==> src/rtl/riscv_ctrl_pkg.sv <==
// Shared encodings for the multi-cycle RV32I controller: states, opcodes and
// the datapath select/strobe values it drives.
package riscv_ctrl_pkg;

  localparam logic [3:0] S_FETCH    = 4'd0;
  localparam logic [3:0] S_DECODE   = 4'd1;
  localparam logic [3:0] S_MEMADR   = 4'd2;
  localparam logic [3:0] S_MEMREAD  = 4'd3;
  localparam logic [3:0] S_MEMWB    = 4'd4;
  localparam logic [3:0] S_MEMWRITE = 4'd5;
  localparam logic [3:0] S_EXECR    = 4'd6;
  localparam logic [3:0] S_EXECI    = 4'd7;
  localparam logic [3:0] S_ALUWB    = 4'd8;
  localparam logic [3:0] S_JAL      = 4'd9;
  localparam logic [3:0] S_LUI      = 4'd10;
  localparam logic [3:0] S_BRANCH   = 4'd11;
  localparam logic [3:0] S_ILLEGAL  = 4'd12;

  localparam logic [6:0] OP_LOAD   = 7'b0000011;
  localparam logic [6:0] OP_STORE  = 7'b0100011;
  localparam logic [6:0] OP_RTYPE  = 7'b0110011;
  localparam logic [6:0] OP_ITYPE  = 7'b0010011;
  localparam logic [6:0] OP_JAL    = 7'b1101111;
  localparam logic [6:0] OP_BRANCH = 7'b1100011;
  localparam logic [6:0] OP_LUI    = 7'b0110111;

  localparam logic [2:0] ALU_ADD = 3'b000;
  localparam logic [2:0] ALU_SUB = 3'b001;
  localparam logic [2:0] ALU_AND = 3'b010;
  localparam logic [2:0] ALU_OR  = 3'b011;
  localparam logic [2:0] ALU_SLT = 3'b101;

  localparam logic [2:0] IMM_I = 3'b000;
  localparam logic [2:0] IMM_S = 3'b001;
  localparam logic [2:0] IMM_B = 3'b010;
  localparam logic [2:0] IMM_J = 3'b011;
  localparam logic [2:0] IMM_U = 3'b100;

  localparam logic [1:0] RES_ALUOUT    = 2'b00;
  localparam logic [1:0] RES_DATA      = 2'b01;
  localparam logic [1:0] RES_ALURESULT = 2'b10;

  localparam logic [1:0] SRCA_PC    = 2'b00;
  localparam logic [1:0] SRCA_OLDPC = 2'b01;
  localparam logic [1:0] SRCA_REG   = 2'b10;
  localparam logic [1:0] SRCA_ZERO  = 2'b11;

  localparam logic [1:0] SRCB_WD   = 2'b00;
  localparam logic [1:0] SRCB_IMM  = 2'b01;
  localparam logic [1:0] SRCB_FOUR = 2'b10;

  // What the current state asks of the ALU: fixed add/sub, or a funct decode.
  typedef enum logic [1:0] {
    ALU_CLS_ADD,
    ALU_CLS_SUB,
    ALU_CLS_R,
    ALU_CLS_I
  } alu_class_e;

endpackage

==> src/rtl/alu_decoder.sv <==
// Combinational ALU operation select from the state class and latched funct bits.
module alu_decoder
  import riscv_ctrl_pkg::*;
(
  input  alu_class_e  alu_class,
  input  logic [2:0]  funct3,
  input  logic        funct7b5,
  output logic [2:0]  alu_control
);

  always_comb begin
    alu_control = ALU_ADD;
    case (alu_class)
      ALU_CLS_SUB: alu_control = ALU_SUB;
      ALU_CLS_R, ALU_CLS_I: begin
        case (funct3)
          // Only register-register ops use bit 30 to select subtract.
          3'b000:  alu_control = (alu_class == ALU_CLS_R && funct7b5) ? ALU_SUB : ALU_ADD;
          3'b010:  alu_control = ALU_SLT;
          3'b110:  alu_control = ALU_OR;
          3'b111:  alu_control = ALU_AND;
          default: alu_control = ALU_ADD;
        endcase
      end
      default: alu_control = ALU_ADD;
    endcase
  end

endmodule

==> src/rtl/multicycle_controller.sv <==
// Moore FSM sequencing the multi-cycle RV32I datapath; the BRANCH PCWrite is
// the single Zero-dependent output.
module multicycle_controller
  import riscv_ctrl_pkg::*;
#(
  parameter int CNT_W = 32
) (
  input  logic             clk,
  input  logic             resetn,
  input  logic [6:0]       op,
  input  logic [2:0]       funct3,
  input  logic             funct7b5,
  input  logic             Zero,
  output logic             PCWrite,
  output logic             AdrSrc,
  output logic             MemWrite,
  output logic             IRWrite,
  output logic [1:0]       ResultSrc,
  output logic [2:0]       ALUControl,
  output logic [1:0]       ALUSrcB,
  output logic [1:0]       ALUSrcA,
  output logic [2:0]       ImmSrc,
  output logic             RegWrite,
  output logic             illegal,
  output logic [CNT_W-1:0] retired,
  output logic [3:0]       state_dbg
);

  logic [3:0]       state_q, state_d;
  logic [6:0]       op_q, op_d;
  logic [2:0]       funct3_q, funct3_d;
  logic             funct7b5_q, funct7b5_d;
  logic             illegal_q, illegal_d;
  logic [CNT_W-1:0] retired_q, retired_d;
  logic             retire;
  alu_class_e       alu_class;

  always_comb begin
    state_d = S_FETCH;
    case (state_q)
      S_FETCH:  state_d = S_DECODE;
      S_DECODE: begin
        case (op_q)
          OP_LOAD, OP_STORE: state_d = S_MEMADR;
          OP_RTYPE:          state_d = S_EXECR;
          OP_ITYPE:          state_d = S_EXECI;
          OP_JAL:            state_d = S_JAL;
          OP_BRANCH:         state_d = S_BRANCH;
          OP_LUI:            state_d = S_LUI;
          default:           state_d = S_ILLEGAL;
        endcase
      end
      S_MEMADR:  state_d = (op_q == OP_STORE) ? S_MEMWRITE : S_MEMREAD;
      S_MEMREAD: state_d = S_MEMWB;
      S_MEMWB, S_MEMWRITE, S_ALUWB, S_BRANCH: state_d = S_FETCH;
      S_EXECR, S_EXECI, S_JAL, S_LUI:         state_d = S_ALUWB;
      S_ILLEGAL: state_d = S_ILLEGAL;
      default:   state_d = S_FETCH;
    endcase
  end

  // Instruction fields are only trusted while IR is being loaded.
  always_comb begin
    op_d       = (state_q == S_FETCH) ? op       : op_q;
    funct3_d   = (state_q == S_FETCH) ? funct3   : funct3_q;
    funct7b5_d = (state_q == S_FETCH) ? funct7b5 : funct7b5_q;
    illegal_d  = illegal_q | (state_d == S_ILLEGAL);
    retire     = (state_d == S_FETCH) &&
                 ((state_q == S_MEMWB) || (state_q == S_MEMWRITE) ||
                  (state_q == S_ALUWB) || (state_q == S_BRANCH));
    retired_d  = retire ? retired_q + CNT_W'(1) : retired_q;
  end

  always_ff @(posedge clk or negedge resetn) begin
    if (!resetn) begin
      state_q    <= S_FETCH;
      op_q       <= '0;
      funct3_q   <= '0;
      funct7b5_q <= 1'b0;
      illegal_q  <= 1'b0;
      retired_q  <= '0;
    end else begin
      state_q    <= state_d;
      op_q       <= op_d;
      funct3_q   <= funct3_d;
      funct7b5_q <= funct7b5_d;
      illegal_q  <= illegal_d;
      retired_q  <= retired_d;
    end
  end

  always_comb begin
    PCWrite   = 1'b0;
    AdrSrc    = 1'b0;
    MemWrite  = 1'b0;
    IRWrite   = 1'b0;
    RegWrite  = 1'b0;
    ResultSrc = RES_ALUOUT;
    ALUSrcA   = SRCA_PC;
    ALUSrcB   = SRCB_WD;
    ImmSrc    = IMM_I;
    alu_class = ALU_CLS_ADD;
    case (state_q)
      S_FETCH: begin
        IRWrite   = 1'b1;
        PCWrite   = 1'b1;
        ALUSrcB   = SRCB_FOUR;
        ResultSrc = RES_ALURESULT;
      end
      S_DECODE: begin
        ALUSrcA = SRCA_OLDPC;
        ALUSrcB = SRCB_IMM;
        ImmSrc  = (op_q == OP_JAL) ? IMM_J : IMM_B;
      end
      S_MEMADR: begin
        ALUSrcA = SRCA_REG;
        ALUSrcB = SRCB_IMM;
        ImmSrc  = (op_q == OP_STORE) ? IMM_S : IMM_I;
      end
      S_MEMREAD:  AdrSrc = 1'b1;
      S_MEMWB: begin
        ResultSrc = RES_DATA;
        RegWrite  = 1'b1;
      end
      S_MEMWRITE: begin
        AdrSrc   = 1'b1;
        MemWrite = 1'b1;
      end
      S_EXECR: begin
        ALUSrcA   = SRCA_REG;
        alu_class = ALU_CLS_R;
      end
      S_EXECI: begin
        ALUSrcA   = SRCA_REG;
        ALUSrcB   = SRCB_IMM;
        alu_class = ALU_CLS_I;
      end
      S_ALUWB:    RegWrite = 1'b1;
      S_JAL: begin
        ALUSrcA = SRCA_OLDPC;
        ALUSrcB = SRCB_FOUR;
        PCWrite = 1'b1;
      end
      S_LUI: begin
        ALUSrcA = SRCA_ZERO;
        ALUSrcB = SRCB_IMM;
        ImmSrc  = IMM_U;
      end
      S_BRANCH: begin
        ALUSrcA   = SRCA_REG;
        alu_class = ALU_CLS_SUB;
        case (funct3_q)
          3'b000:  PCWrite = Zero;
          3'b001:  PCWrite = ~Zero;
          default: PCWrite = 1'b0;
        endcase
      end
      default: ;
    endcase
  end

  alu_decoder u_alu_decoder (
    .alu_class   (alu_class),
    .funct3      (funct3_q),
    .funct7b5    (funct7b5_q),
    .alu_control (ALUControl)
  );

  assign illegal   = illegal_q;
  assign retired   = retired_q;
  assign state_dbg = state_q;

endmodule

==> config.mk <==
export PLATFORM = sky130hd
export DESIGN_NAME = multicycle_controller
export DESIGN_NICKNAME = d
export VERILOG_FILES = /design/src/rtl/riscv_ctrl_pkg.sv /design/src/rtl/alu_decoder.sv /design/src/rtl/multicycle_controller.sv
export SDC_FILE = /design/constraint.sdc
export NUM_CORES = 1
export LEC_CHECK = 0
export CAP_MARGIN = 20
export CORE_MARGIN = 1
export CORE_UTILIZATION = 44
export CTS_CLUSTER_SIZE = 12
export DETAILED_ROUTE_END_ITERATION = 8
export PLACE_DENSITY = 0.85
export SLEW_MARGIN = 40
export SYNTH_ARGS = -nofsm -noshare
export SYNTH_HDL_FRONTEND = slang
export SYNTH_SLANG_ARGS = --single-unit
export TNS_END_PERCENT = 50
==> constraint.sdc <==
create_clock -name clk -period 1.9 [get_ports clk]
set_clock_uncertainty 0.15 [all_clocks]
set_input_delay 0.285 -clock clk [delete_from_list [all_inputs] [get_ports clk]]
set_output_delay 0.285 -clock clk [all_outputs]
set_load 0.01 [all_outputs]
* After elaboration in Yosys (flattened, before gate mapping)
Cells that the tools add are included.
Word-level totals: input bits 14, bits in registers 48, output and inout bits 54, logic and storage cells 72
Cells by class: reduce and logical (&&, ||, !) cells 17, muxes and demuxes 19, bitwise operators 2, add/subtract/negate cells 1, eq/ne operators 27
Operator list (number):
- case mux 4 bit (6 select lines) | 2
- adder 32 x 1 -> 32 bit (second input constant) | 1
- == test 4 bit (second input constant) | 6
- == test 7 x 6 -> 1 bit (second input constant) | 3
- == test 4 x 3 -> 1 bit (second input constant) | 4
- == test 7 bit (second input constant) | 2
- case mux 2 bit (3 select lines) | 2
- case mux 3 bit (4 select lines) | 1
- OR reduction 2 bit | 6
- OR reduction 4 bit | 3
- case mux 3 bit (3 select lines) | 1
- == test 4 x 2 -> 1 bit (second input constant) | 2
- zero test 4 bit | 2
- case mux 2 bit (2 select lines) | 2
- == test 7 x 2 -> 1 bit (second input constant) | 1
- == test 7 x 5 -> 1 bit (second input constant) | 1
- 2-to-1 mux 1 bit | 7
- == test 3 bit (second input constant) | 2
- case mux 3 bit (2 select lines) | 1
- == test 2 bit (second input constant) | 2
- == test 4 x 1 -> 1 bit (second input constant) | 1
- case mux 1 bit (2 select lines) | 2
- == test 3 x 1 -> 1 bit (second input constant) | 1
- == test 3 x 2 -> 1 bit (second input constant) | 1
- other kinds (7) | 10

* Depth between registers and ports, before layout
depth after elaboration 7, gate-level depth with buffers 7, gate-level depth less buffers 6

* Hierarchy
From an unflattened synthesis, not the netlist that was laid out.
Second synthesis, totals: cell total of the unflattened synthesis 244, area total of the unflattened synthesis 2457.4 um^2
Modules (own cells, without submodules):
- multicycle_controller | cells each 236, seq. area each 1201.2 um^2, instances 1, area an instance 2412.3 um^2
- alu_decoder | cells each 8, seq. area each 0.0 um^2, instances 1, area an instance 45.0 um^2

* Worst setup path after synthesis
No wires, ideal clock.
path kind reg-to-reg, start reg state_q[0], in the netlist state_dbg[0], end reg retired_q[28], in the netlist retired[28], data arrival time 1836 ps, cell stages (with the launch flop) 8, library setup time 79 ps, clock period less this slack 2065 ps, slack -165 ps, data required time 1671 ps, buffers on the path 2, cells stage by stage dfrtp_1 buf_6 nor2b_1 buf_6 o41ai_4 nand2_2 nor3_1 xor2_1
Between the ends: longest elaborated chain between the ends 5, elaborated cells between the ends (all ways) 20, classes of those cells eq/ne: 12; mux: 1; reduce/logical: 7
RTL lines:
- start, declared | RTL line multicycle_controller.sv:29 | logic [3:0] state_q, state_d;
- start signal, assigned | RTL line multicycle_controller.sv:83 | state_q <= state_d;
- == test 4 x 3 -> 1 bit, or another cell as far along | RTL line multicycle_controller.sv:40 | case (state_q)
- OR reduction 4 bit / logical OR 1 bit (equally long branches) | RTL line multicycle_controller.sv:40, multicycle_controller.sv:69
- case mux 4 bit (6 select lines) / logical OR 1 bit (equally long branches) | RTL line multicycle_controller.sv:40, multicycle_controller.sv:69
- zero test 4 bit / logical OR 1 bit (equally long branches) | RTL line multicycle_controller.sv:68, multicycle_controller.sv:70
- logical AND 1 bit (*) | RTL line multicycle_controller.sv:68 | retire = (state_d == S_FETCH) &&
- end signal, assigned | RTL line multicycle_controller.sv:88 | retired_q <= retired_d;
- end, declared | RTL line multicycle_controller.sv:34 | logic [CNT_W-1:0] retired_q, retired_d;
Mark *: on every way between the ends. The rest lies on a longest branch, timed or not. A chain may end at the register's enable or synchronous reset.

* Final worst setup path
start reg state_q[1], in the netlist state_dbg[1], end reg retired_q[13], in the netlist retired[13]
Same word-level chain as after synthesis.

==> metrics.log <==
INFO  metric outcome = finished with violations
INFO  metric violated_checks = setup timing
INFO  metric place.detailed.instances = 449
INFO  metric cp_cell_sequence = buf_6, nor2b_4, buf_6, o32a_1, nor4b_4, buf_4, nand3_2, xnor2_1
INFO  metric globalRoute.totalOverflow = 0
INFO  metric die-width = 78.5 um
INFO  metric drcViolationCount = 0
INFO  metric cts_sinks = between 40 and 50
INFO  metric synth_top_area_share = 46.7%
INFO  metric mostFrequentLayoutCell = sky130_fd_sc_hd__buf_4
INFO  metric clock_path_buffers = 2
INFO  metric number_of_top_level_pins = roughly 70
INFO  metric ctsRootBufferMaster = sky130_fd_sc_hd__clkbuf_8
INFO  metric synth_to_layout_area_growth = 71.9%
INFO  metric antennaDiodeCount = 0
INFO  metric vdd_drop_max = 0.00135 V
INFO  metric first_global_vias = around 2700
INFO  metric post-route-worst-setup-slack = -410 ps
INFO  metric layout.cells.most_common_list = sky130_fd_sc_hd__buf_4 (61), sky130_fd_sc_hd__clkdlybuf4s50_1 (45), sky130_fd_sc_hd__dfrtp_1 (42), sky130_fd_sc_hd__buf_6 (26), sky130_fd_sc_hd__nand2_1 (21)
INFO  metric cell_taking_the_most_area_after_synthesis = sky130_fd_sc_hd__dfrtp_1
INFO  metric final-hold-violation-count = 0
INFO  metric synth.lib_cells_used.distinct = 48
INFO  metric finalWeightedCongestion = 0.838
INFO  metric ff_latch_area = 0.00121 mm2
INFO  metric cts-htree-levels = 2
INFO  metric net_count_of_the_finished_layout = around 420
INFO  metric swShare = 40.2%
INFO  metric fp.dieH = 78.5 um
INFO  metric combinational_power_share = 60.7%
INFO  metric most_numerous_cell_on_the_critical_path = sky130_fd_sc_hd__buf_6
INFO  metric summed_instance_area_of_the_synthesized_netlist = around 0.0026 mm2
INFO  metric clockPowerShare = between 10 and 15%
INFO  metric grt_setup_unrepaired = yes
INFO  metric maximum_number_of_pins_on_one_net_before_global_route_repair = 28
INFO  metric prevailing_post_synth_register_cell = sky130_fd_sc_hd__dfrtp_1
INFO  metric timing.critical_path.from_type = flop
INFO  metric routed-via-count = 2813
INFO  metric detail_route.first_pass.iterations = 4
INFO  metric p_seq_share = 25.3%
INFO  metric worstSetupPathType = reg -> reg
INFO  metric asyncSetResetFlopFracSynth = 100%
INFO  metric timing.final.max_slew_violations = 0
INFO  metric cts_tree = done
INFO  metric maxSlewHeadroom = approximately 64%
INFO  metric edff_count_synth = 0
INFO  metric grt_antenna_before_repair = 0
INFO  metric later_pin_clock_latency_in_the_skew_report = 330 ps
INFO  metric setup.worst_path.end_class = flop
INFO  metric initial_utilization = 46.2%
INFO  metric yosys_warnings = 0
INFO  metric fmax = approximately 430 MHz
INFO  metric drt_first_iter_violations = about 270
INFO  metric drt_wl_total = 9.76 mm
INFO  metric std_cell_rows = 27
INFO  metric netlist_instances = 255
INFO  metric min-delay-path-class = in -> async
INFO  metric fraction_of_layout_cells_with_a_size_suffix_above_1 = 46.2%
INFO  metric critical_path.n_buffers_inverters = 3
INFO  metric yosys-top-cells-area = sky130_fd_sc_hd__dfrtp_1 (47%), sky130_fd_sc_hd__xnor2_1 (7.1%), sky130_fd_sc_hd__mux2_2 (4.4%)
INFO  metric power_density = ~1300 mW/mm2
INFO  metric numPortBuffers = 67
INFO  metric cp.arrival = 2400 ps
INFO  metric timing_worst_slew_pin_value = 540 ps
INFO  metric net-switching-power = between 2 and 2.5 mW
INFO  metric synthesis.area_per_instance = just over 10 um2
INFO  metric yosys_register_bits = 48
INFO  metric timing.final.crit_share = 122%
INFO  metric post_route_ant_nets = 0
INFO  metric synth_nets = 270
INFO  metric filler_cell_count = between 200 and 300
INFO  metric detail_route.wl_per_cell = just over 20 um
INFO  metric worst_path_largest_cell_delay = approximately 460 ps
INFO  metric die_area = 0.00616 mm2
INFO  metric cap_viol_max_count = 0
INFO  metric fin_cells = 479
INFO  metric crit_path_max_delay_family = simple AND/OR/NAND/NOR gates
INFO  metric aggregate_negative_setup_slack = -6910 ps
INFO  metric multiInputGateArea = 0.00162 mm2
INFO  metric timing.final.crit_period = 2310 ps
INFO  metric p_int = 3.42 mW
INFO  metric post_drt_via_cell_ratio = a little under 6
INFO  metric timing.critical_path.fanout_max = 4
INFO  metric utilization = between 70% and 80%
INFO  metric grt_first_pass_wirelength = 13.7 mm
INFO  metric finalSetupViolations = 42
INFO  metric leakagePower = between 1.5 and 2 nW
INFO  metric grt_use_total = 29.6%
INFO  metric dp.final_hpwl = 5.20 mm
INFO  metric cpMaxStageDelayCell = sky130_fd_sc_hd__nor4b_4
INFO  metric path_clk_slew = 100 ps
INFO  metric coreArea = 0.00557 mm2
INFO  metric synth.yosys.seq_area_share = 46.7%
INFO  metric cts_buffers = 5
INFO  metric cp.required = 1990 ps
-- worst reg2reg max path: stages, from the launching register on --
cell	delay, ps
sky130_fd_sc_hd__dfrtp_2	430
sky130_fd_sc_hd__buf_6	120
sky130_fd_sc_hd__nor2b_4	40
sky130_fd_sc_hd__buf_6	120
sky130_fd_sc_hd__o32a_1	430
sky130_fd_sc_hd__nor4b_4	460
sky130_fd_sc_hd__buf_4	210
sky130_fd_sc_hd__nand3_2	70
sky130_fd_sc_hd__xnor2_1	190
-- synth_stat cells (5+ instances only) --
master	count
sky130_fd_sc_hd__a21oi_1	8
sky130_fd_sc_hd__clkbuf_1	6
sky130_fd_sc_hd__dfrtp_1	48
sky130_fd_sc_hd__inv_1	6
sky130_fd_sc_hd__mux2_2	10
sky130_fd_sc_hd__nand2_1	27
sky130_fd_sc_hd__nand2b_1	6
sky130_fd_sc_hd__nand3_1	14
sky130_fd_sc_hd__nand4_1	8
sky130_fd_sc_hd__nor2_1	15
sky130_fd_sc_hd__nor2b_1	5
sky130_fd_sc_hd__nor3_1	12
sky130_fd_sc_hd__nor4_1	5
sky130_fd_sc_hd__o21ai_0	6
sky130_fd_sc_hd__xnor2_1	21
sky130_fd_sc_hd__xor2_1	12
-- per-stage QoR --
| stage | total power, mW | hold WS [ps] | setup WS [ps] | instance area, um2 |
|---|---|---|---|---|
| final | 5.71 | 319 | -410 | 4430 |
| after global routing | 5.95 | 336 | -507 | 4430 |
| after CTS | 5.18 | 318 | -212 | 4150 |
| after detailed placement | 4.12 | 137 | -445 | 3800 |
| after global placement | 4.02 | 129 | -443 | 3800 |
| after floorplan | 2.76 | -161 | -136 | 2580 |
-- power by group through the flow --
stage	registers [mW]	logic [mW]	clock network, mW
after floorplan	1.52	1.24	0
after global placement	1.42	2.60	0
after detailed placement	1.44	2.68	0
after CTS	1.43	2.97	0.777
after global routing	1.46	3.65	0.834
final	1.45	3.47	0.797
-- sequential cells by signal (all words and copies together) (netlist names) --
register,cells
funct3_q,3
op_q,7
funct7b5_q,1
state_dbg,4
illegal,1
retired,32
-- area by class of cell --
class | instances | share of cell area, %
Multi-Input combinational cell | 189 | 36.6
Timing Repair Buffer | 156 | 30.9
Sequential cell | 48 | 27.3
Tap cell | 72 | 2.04
Clock buffer | 5 | 1.55
Clock inverter | 3 | 1.07
Inverter | 6 | 0.509
-- worst paths after layout --
kind                                    from            to  slack [ps]  cells past startpoint
worst max register to register  state_dbg[1]   retired[13]        -410                      8
min in group clk                 retired[31]   retired[31]         320                      1
worst min-delay path                  resetn    retired[0]         320                      2
worst max-delay path            state_dbg[1]   retired[13]        -410                      8
max in group asynchronous             resetn  state_dbg[3]         730                      3
worst min register to register   retired[31]   retired[31]         320                      1
-- repair_timing --
| item | in CTS | in global routing |
|---|---|---|
| setup buffers | 14 | 11 |
| cloned | 0 | 0 |
| endpoints found under the setup margin | 46 | 57 |
| resized for setup | 113 | 57 |
| hold buffers | 1 | 0 |
| endpoints found under the hold margin | 21 | 0 |
| pin swaps | 21 | 30 |
-- metal layers --
| metal | track usage, % | wire length, um | share of wire [%] | up-vias |
|---|---|---|---|---|
| li1 | - | - | - | 1203 |
| met1 | 33.4 | 3620 | 37 | 1399 |
| met2 | 52.5 | 5010 | 51 | 160 |
| met3 | 6.63 | 654 | 6.7 | 51 |
| met4 | 14.3 | 469 | 4.8 | 0 |
| met5 | 0 | 0 | 0 | - |
-- cells by family (layout without fill, tap and decap cells) --
logic type	Yosys count	after routing	synth area share (%)
simple gates	112	112	24.4
flops	48	48	46.7
compound gates	33	33	9.48
xor+xnor	33	33	11.2
buf+inv	18	170	3.35
mux	10	10	4.38
fa+ha+maj	1	1	0.486
Power figures use the tool's default switching activity.
